==> config.mk <==
export PLATFORM = sky130hd
export DESIGN_NAME = sync_fifo_wr_arbiter
export DESIGN_NICKNAME = d
export VERILOG_FILES = /design/src/rtl/sync_fifo_wr_arbiter.sv
export SDC_FILE = /design/constraint.sdc
export NUM_CORES = 1
export LEC_CHECK = 0
export CORE_MARGIN = 3
export CORE_UTILIZATION = 27
export DETAILED_ROUTE_END_ITERATION = 16
export GPL_TIMING_DRIVEN = 0
export PLACE_DENSITY = 0.79
export SKIP_CTS_REPAIR_TIMING = 1
export SLEW_MARGIN = 30
export SYNTH_ARGS = -nofsm -noshare
export SYNTH_HDL_FRONTEND = slang
export SYNTH_SLANG_ARGS = --single-unit
==> constraint.sdc <==
create_clock -name clk_i -period 2.63 [get_ports clk_i]
set_input_delay 0.526 -clock clk_i [delete_from_list [all_inputs] [get_ports clk_i]]
set_output_delay 0.526 -clock clk_i [all_outputs]
set_load 0.01 [all_outputs]
==> src/rtl/sync_fifo_wr_arbiter.sv <==
// Round-robin arbiter sharing one FIFO write port between N_REQ producers.
// A grant lasts one packet or MAX_BURST beats, whichever ends first.
module sync_fifo_wr_arbiter #(
    parameter int DATA_WIDTH = 32,
    parameter int N_REQ      = 4,
    parameter int MAX_BURST  = 8
) (
    input  logic                                 clk_i,
    input  logic                                 rst_n_i,
    input  logic [N_REQ-1:0]                     req_valid_i,
    input  logic [N_REQ*DATA_WIDTH-1:0]          req_data_i,
    input  logic [N_REQ-1:0]                     req_last_i,
    output logic [N_REQ-1:0]                     req_ready_o,
    input  logic                                 fifo_full_i,
    output logic                                 fifo_write_o,
    output logic [DATA_WIDTH-1:0]                fifo_data_o,
    output logic [N_REQ-1:0]                     grant_o,
    output logic [$clog2(MAX_BURST+1)-1:0]       beat_cnt_o
);

    localparam int PW = (N_REQ > 1) ? $clog2(N_REQ) : 1;
    localparam int BW = $clog2(MAX_BURST + 1);

    typedef enum logic {
        S_IDLE,
        S_GRANT
    } state_t;

    state_t           state_q, state_d;
    logic [N_REQ-1:0] grant_q, grant_d;
    logic [PW-1:0]    ptr_q, ptr_d;
    logic [BW-1:0]    beat_q, beat_d;

    logic [PW:0]      arb_sum;
    logic [PW-1:0]    arb_idx;
    logic [PW-1:0]    win_idx;
    logic             win_found;
    logic             xfer;
    logic             rel;
    logic [BW-1:0]    beat_inc;

    // Search downward so the last hit is the nearest index after ptr_q.
    always_comb begin
        arb_sum   = '0;
        arb_idx   = '0;
        win_idx   = '0;
        win_found = 1'b0;
        for (int i = N_REQ; i >= 1; i--) begin
            arb_sum = {1'b0, ptr_q} + (PW+1)'(i);
            if (arb_sum >= (PW+1)'(N_REQ)) begin
                arb_sum = arb_sum - (PW+1)'(N_REQ);
            end
            arb_idx = arb_sum[PW-1:0];
            if (req_valid_i[arb_idx]) begin
                win_idx   = arb_idx;
                win_found = 1'b1;
            end
        end
    end

    // In GRANT the pointer always holds the owner index.
    always_comb begin
        state_d      = state_q;
        grant_d      = grant_q;
        ptr_d        = ptr_q;
        beat_d       = beat_q;
        req_ready_o  = '0;
        fifo_write_o = 1'b0;
        fifo_data_o  = '0;
        xfer         = 1'b0;
        rel          = 1'b0;
        beat_inc     = beat_q + 1'b1;
        case (state_q)
            S_IDLE: begin
                if (win_found) begin
                    state_d = S_GRANT;
                    grant_d = N_REQ'(1) << win_idx;
                    ptr_d   = win_idx;
                    beat_d  = '0;
                end
            end
            S_GRANT: begin
                req_ready_o[ptr_q] = !fifo_full_i;
                fifo_data_o        = req_data_i[int'(ptr_q)*DATA_WIDTH +: DATA_WIDTH];
                xfer               = req_valid_i[ptr_q] & !fifo_full_i;
                fifo_write_o       = xfer;
                if (xfer) begin
                    beat_d = beat_inc;
                    rel    = req_last_i[ptr_q] || (beat_inc == BW'(MAX_BURST));
                end
                if (rel) begin
                    beat_d = '0;
                    if (win_found) begin
                        grant_d = N_REQ'(1) << win_idx;
                        ptr_d   = win_idx;
                    end else begin
                        state_d = S_IDLE;
                        grant_d = '0;
                    end
                end
            end
            default: state_d = S_IDLE;
        endcase
        if (!rst_n_i) begin
            req_ready_o  = '0;
            fifo_write_o = 1'b0;
            fifo_data_o  = '0;
        end
    end

    always_ff @(posedge clk_i) begin
        if (!rst_n_i) begin
            state_q <= S_IDLE;
            grant_q <= '0;
            ptr_q   <= PW'(N_REQ - 1);
            beat_q  <= '0;
        end else begin
            state_q <= state_d;
            grant_q <= grant_d;
            ptr_q   <= ptr_d;
            beat_q  <= beat_d;
        end
    end

    assign grant_o    = grant_q;
    assign beat_cnt_o = beat_q;

endmodule
# Yosys cells after proc, flatten, opt, wreduce, memory -nomap -nowiden
# Index checks and enable logic that the tools add are counted.
[totals]
regBits = 11
latchBits = 0
ramBits = 0
rom_bits = 0
input_bits = 139
word_cells = 85
n_memories = 0
[op_classes]
add_sub_neg = 9
mul = 0
div = 0
order_cmp = 10
eq_ne = 4
n_shift = 2
mux = 48
bitwise = 3
reduce_logical = 5
[op_table]
columns = ["op", "n"]
rows = [
  ["128-bit by 8-bit indexed part select with 32-bit output", 1],
  ["32-bit two-way mux", 2],
  ["4-bit two-way mux", 8],
  ["2-bit two-way mux", 10],
  ["1-bit two-way mux", 17],
  ["4-bit one-hot mux with 2 select lines", 2],
  ["2-bit by 3-bit < comparator with 1-bit output, second input constant", 5],
  ["1-bit binary-select mux with 2-bit select", 6],
  ["3-bit >= comparator, second input constant", 4],
  ["2-bit by 1-bit subtractor with 2-bit output, second input constant", 4],
  ["2-bit by 2-bit adder with 3-bit output, second input constant", 2],
  ["4-bit by 1-bit adder with 4-bit output, second input constant", 1],
  ["4-bit AND", 1],
  ["4-bit equality test, second input constant", 1],
  ["2-bit one-hot mux with 2 select lines", 1],
  ["2-bit AND reduction", 2],
  ["1-bit by 2-bit left shift with 4-bit output, first input constant", 1],
  ["2-bit by 1-bit adder with 3-bit output, second input constant", 1],
  ["2-bit by 3-bit adder with 3-bit output, second input constant", 1],
  ["3-bit by 1-bit inequality test with 1-bit output, second input constant", 1],
  ["1-bit demux with 2-bit select", 1],
  ["2-bit by 1-bit >= comparator with 1-bit output, second input constant", 1],
  ["2-bit by 1-bit inequality test with 1-bit output, second input constant", 1],
  ["2-bit inequality test, second input constant", 1],
  ["6 further kinds", 6],
]

# Longest topological paths before layout
[depth]
word_depth = 13
depth_mapped = 10

# Worst setup path after synthesis
# Ideal clock, no wire load.
[synth_path]
path_type = "register -> register"
startpoint = "reg ptr_q[0]"
endpoint = "reg grant_q[0], in the netlist grant_o[0]"
arrival_ps = 2452
required_time_ps = 2513
setup_slack_ps = 60
stages_incl_launch_ff = 11
period_less_slack_ps = 2570
cell_sequence = "dfxtp_1 -> buf_4 -> buf_4 -> buf_2 -> inv_1 -> ha_1 -> mux4_2 -> nand2b_1 -> a21o_1 -> o21ai_0 -> a32o_1"
[synth_between]
elab_chain_cells = 13
elab_cells_between_ends = 48
cone_classes = "8 x add/sub; 4 x order compare; 2 x eq/ne; 1 x shift; 30 x mux; 1 x bitwise; 2 x reduce/logical"
[synth_rtl]
columns = ["item", "line_no", "source"]
rows = [
  ["start, declared", "31", "logic [PW-1:0] ptr_q, ptr_d;"],
  ["start signal, assigned", "115", "ptr_q <= PW'(N_REQ - 1);"],
  ["start signal, assigned", "120", "ptr_q <= ptr_d;"],
  ["2-bit by 3-bit adder with 3-bit output", "49", "arb_sum = {1'b0, ptr_q} + (PW+1)'(i);"],
  ["3-bit >= comparator or 2-bit by 1-bit subtractor with 2-bit output (tied branches)", "50, 51", ""],
  ["2-bit two-way mux", "50", "if (arb_sum >= (PW+1)'(N_REQ)) begin"],
  ["1-bit binary-select mux with 2-bit select", "54", "if (req_valid_i[arb_idx]) begin"],
  ["1-bit two-way mux (implied by the code)", "54", ""],
  ["2-bit two-way mux (4 in series)", "54", ""],
  ["1-bit by 2-bit left shift with 4-bit output", "77, 94", ""],
  ["4-bit two-way mux", "93", "if (win_found) begin"],
  ["4-bit two-way mux", "91", "if (rel) begin"],
  ["4-bit one-hot mux with 2 select lines", "73", "case (state_q)"],
  ["end signal, assigned", "119", "grant_q <= grant_d;"],
  ["end, declared", "30", "logic [N_REQ-1:0] grant_q, grant_d;"],
]
# Several ways; a longest one is shown, not always the timed one. The select of a mux whose other input is x is not followed.
# A chain may end at the register's enable or synchronous reset.

# Worst setup path after layout
[layout_path]
startpoint = "in req_data_i[100]"
endpoint = "out fifo_data_o[4]"
[layout_between]
elab_chain_cells = 3
[layout_rtl]
columns = ["item", "line_no", "source"]
rows = [
  ["start, declared", "11", "input logic [N_REQ*DATA_WIDTH-1:0] req_data_i,"],
  ["128-bit by 8-bit indexed part select with 32-bit output", "84", "fifo_data_o = req_data_i[int'(ptr_q)*DATA_WIDTH +: DATA_WIDTH];"],
  ["32-bit two-way mux", "73", ""],
  ["32-bit two-way mux", "104", "if (!rst_n_i) begin"],
  ["end, declared", "16", "output logic [DATA_WIDTH-1:0] fifo_data_o,"],
]
# Every way passes these cells.

==> results_dict.tcl <==
set metrics [dict create \
    outcome "complete, no violations" \
    cts_sinks 11 \
    critPathLaunchType "input pin" \
    nNetsFinal 493 \
    required_ps 2100 \
    critPathBufInv 2 \
    p_leak_nw 1.872 \
    grt_pass1_vias 2266 \
    ys.warnings.count 0 \
    rsz0062_at_grt "no" \
    area_delta_synth_final_pct 119.8 \
    grt_first_pass_wirelength_um 11300 \
    worstPathCellList "clkdlybuf4s50_1, mux4_2, nor2b_1, clkdlybuf4s50_1" \
    power_density_nw_per_um2 314.8 \
    min_period_ps 2554 \
    diodes 0 \
    slew_headroom 0.6756 \
    crit_arrival_ps 2030 \
    post-route-util 0.6369 \
    wl_um 7813 \
    wl_met2_um 4198 \
    cts_tree "yes" \
    coreArea_um2 6131 \
    postLayoutCellArea_um2 3905 \
    path_clk_slew_ps 50 \
    synth.distinct_cells 36 \
    clockBufferDepth 2 \
    synth-seq-cells 11 \
    worst_pin_slew_ps 482.1 \
    instances_no_fill 423 \
    vias_per_cell 5.203 \
    initial_utilization 0.2898 \
    holdPathStages 1 \
    yosysSeqAreaShare 0.1239 \
    wire_per_inst_um 18.47 \
    crit_top_cell "clkdlybuf4s50_1" \
    worstHoldEndpoint "grant_o[3]$_SDFFE_PN0P_" \
    slowest_delay_ps 480 \
    dp.cells 419 \
    max_freq_mhz 391.5 \
    r2r_cells 10 \
    r2r-end "grant_o[1]$_SDFFE_PN0P_" \
    peakVddDrop_uv 357.8 \
    crit_fanout 1 \
    port_buffers 182 \
    die_w_um 87.12 \
    firstDrtPassIters 4 \
    die_h_um 87.12 \
    end_kind "output pin" \
    track_usage 0.1897 \
    postSynthNetCount 306 \
    antenna_left 0 \
    hold_class "reg -> reg" \
    clk_latency_ps 240 \
    fin_skew_ps 2.734 \
    numCtsBuffers 3 \
    grt_remaining_overflow 0 \
    syn_avg_cell_area_um2 10.97 \
    synthCells 162 \
    path_delay_family "buffers and inverters" \
    drt_iter0_markers 51 \
    dieArea_um2 7590 \
    place_congestion 0.7769 \
    wl_met1_um 2804 \
    rows 28 \
    antenna_found_initial 0 \
    h-tree-depth 1 \
    grt_max_degree 11 \
    dp_hpwl_um 6631 \
    vias 2201 \
    syn_area_um2 1777 \
    slowest_stage "clkdlybuf4s50_1" \
    root_buffer "clkbuf_8" \
    drive_gt1_frac 0.1695 \
    met3WireLength_um 652 \
    rrSetupSlack_ps 170 \
    worstReg2RegStart "ptr_q[0]$_SDFFE_PN1P_" \
    drc 0 \
    finalHoldViolCount 0 \
    top_layer_used "met4" \
    fin_crit_sh 0.9713 \
    slew_viol_final 0 \
    finalSetupViolations 0 \
    post_dp_cell_area_um2 3692 \
    holdCritStartpoint "grant_o[3]$_SDFFE_PN0P_" \
    drv_cap 0 \
    worstSetupPathType "in -> out" \
    ios 184 \
]
==> area by class of cell <==
cell class	instances	area (um2)
plain buffers	13	131.4
clock buffers	4	45.04
fillers	505	2226
inverters	4	15.01
well taps	75	93.84
repair buffers	182	1899
flip-flops and latches	11	221.5
multi-input cells	134	1499
==> worst max-delay path by stage <==
stage | startpoint | to | slack (ps) | cells past startpoint
after floorplan | ptr_q[0]$_SDFFE_PN1P_ | grant_o[0]$_SDFFE_PN0P_ | 60 | 10
after global routing | ptr_q[0]$_SDFFE_PN1P_ | req_ready_o[2] | 5 | 7
after CTS | ptr_q[0]$_SDFFE_PN1P_ | fifo_data_o[15] | -540 | 6
after detailed placement | ptr_q[0]$_SDFFE_PN1P_ | ptr_q[0]$_SDFFE_PN1P_ | -320 | 10
after global placement | ptr_q[0]$_SDFFE_PN1P_ | ptr_q[0]$_SDFFE_PN1P_ | -300 | 10
final | req_data_i[100] | fifo_data_o[4] | 80 | 4
==> placed cells by master, fill, tap and decap left out, drive strengths merged <==
cell type and count:
nor4b 1, a32o 4, nor4 1, o32a 1, nand2b 1, buf 6
a31oi 2, nor2b 36, nand3b 1, ha 5, nor2 6, a21oi 5
and2 5, nand4 1, a211oi 2, a21o 1, mux4 36, clkdlybuf4s50 151
nand3 3, or2 1, o31ai 1, a21bo 1, o21a 3, mux2 1
clkbuf 11, o211a 1, dfxtp 11, nand2 7, o211ai 1, mux2i 3
dlymetal6s2s 31, o21ai 4, inv 4
==> Yosys cell counts <==
master / count / area [um2]
a32o_1: 4 / 40.04
nor2_2: 1 / 6.260
nor4_1: 1 / 6.260
nand2b_1: 1 / 6.260
buf_2: 4 / 20.02
a31oi_1: 2 / 12.51
ha_1: 5 / 62.56
o31ai_1: 1 / 7.510
nand4_1: 1 / 6.260
clkbuf_1: 6 / 22.52
or2_2: 1 / 6.260
a21o_1: 1 / 7.510
mux2_2: 1 / 11.26
o211a_1: 1 / 10.01
a21oi_1: 5 / 25.02
o21a_1: 3 / 22.52
nand2_1: 7 / 26.28
inv_1: 4 / 15.01
a211oi_1: 2 / 15.01
a21bo_2: 1 / 10.01
buf_1: 1 / 3.750
nor2b_1: 35 / 219.0
mux4_2: 36 / 810.8
nor4b_2: 1 / 15.01
o21ai_1: 1 / 5.000
nor2_1: 5 / 18.77
o32a_1: 1 / 10.01
o21ai_0: 3 / 15.01
and2_1: 5 / 31.28
o211ai_1: 1 / 7.510
dfxtp_1: 11 / 220.2
nor2b_4: 1 / 13.76
nand3_1: 3 / 15.01
mux2i_1: 3 / 30.03
nand3b_1: 1 / 7.510
buf_4: 2 / 15.01
==> stage by stage <==
stage | power [mW] | TNS, ps | hold slack, ps | setup slack, ps
floorplan | 0.6478 | 0 | 523.7 | 60.23
global placement | 1.011 | -6882 | 482.0 | -295.9
detailed placement | 1.026 | -7467 | 489.6 | -318.6
CTS | 1.198 | -15640 | 513.7 | -538.5
global route | 1.308 | 0 | 541.9 | 4.613
finish | 1.229 | 0 | 503.1 | 75.56
==> sequential cells by signal, summed over array words and instances, names as in the netlist <==
name        flops
state_q         1
grant_o         4
beat_cnt_o      4
ptr_q           2
==> report_power, final <==
part           switching [mW]  total (mW)  internal (mW)  leakage (nW)
clock network          0.0616       0.168          0.106        0.0228
logic                   0.291       0.864          0.573          1.76
registers              0.0145       0.198          0.183        0.0899
==> layer usage <==
metal  vias up  global-route usage
li1       1014                   -
met1      1065              0.2148
met2       107              0.3582
met3        15             0.04447
met4         0             0.04184
met5         -                   0
==> kinds of logic after synthesis <==
kind of cell	after synthesis	synth area share
and+or+nand+nor	63	0.2127
DFF	11	0.1239
adders and majority gates	5	0.03521
muxes	40	0.4796
buffers and inverters	17	0.04295
AOI/OAI and AO/OA	26	0.1056
(Power assumes the default switching activity.)
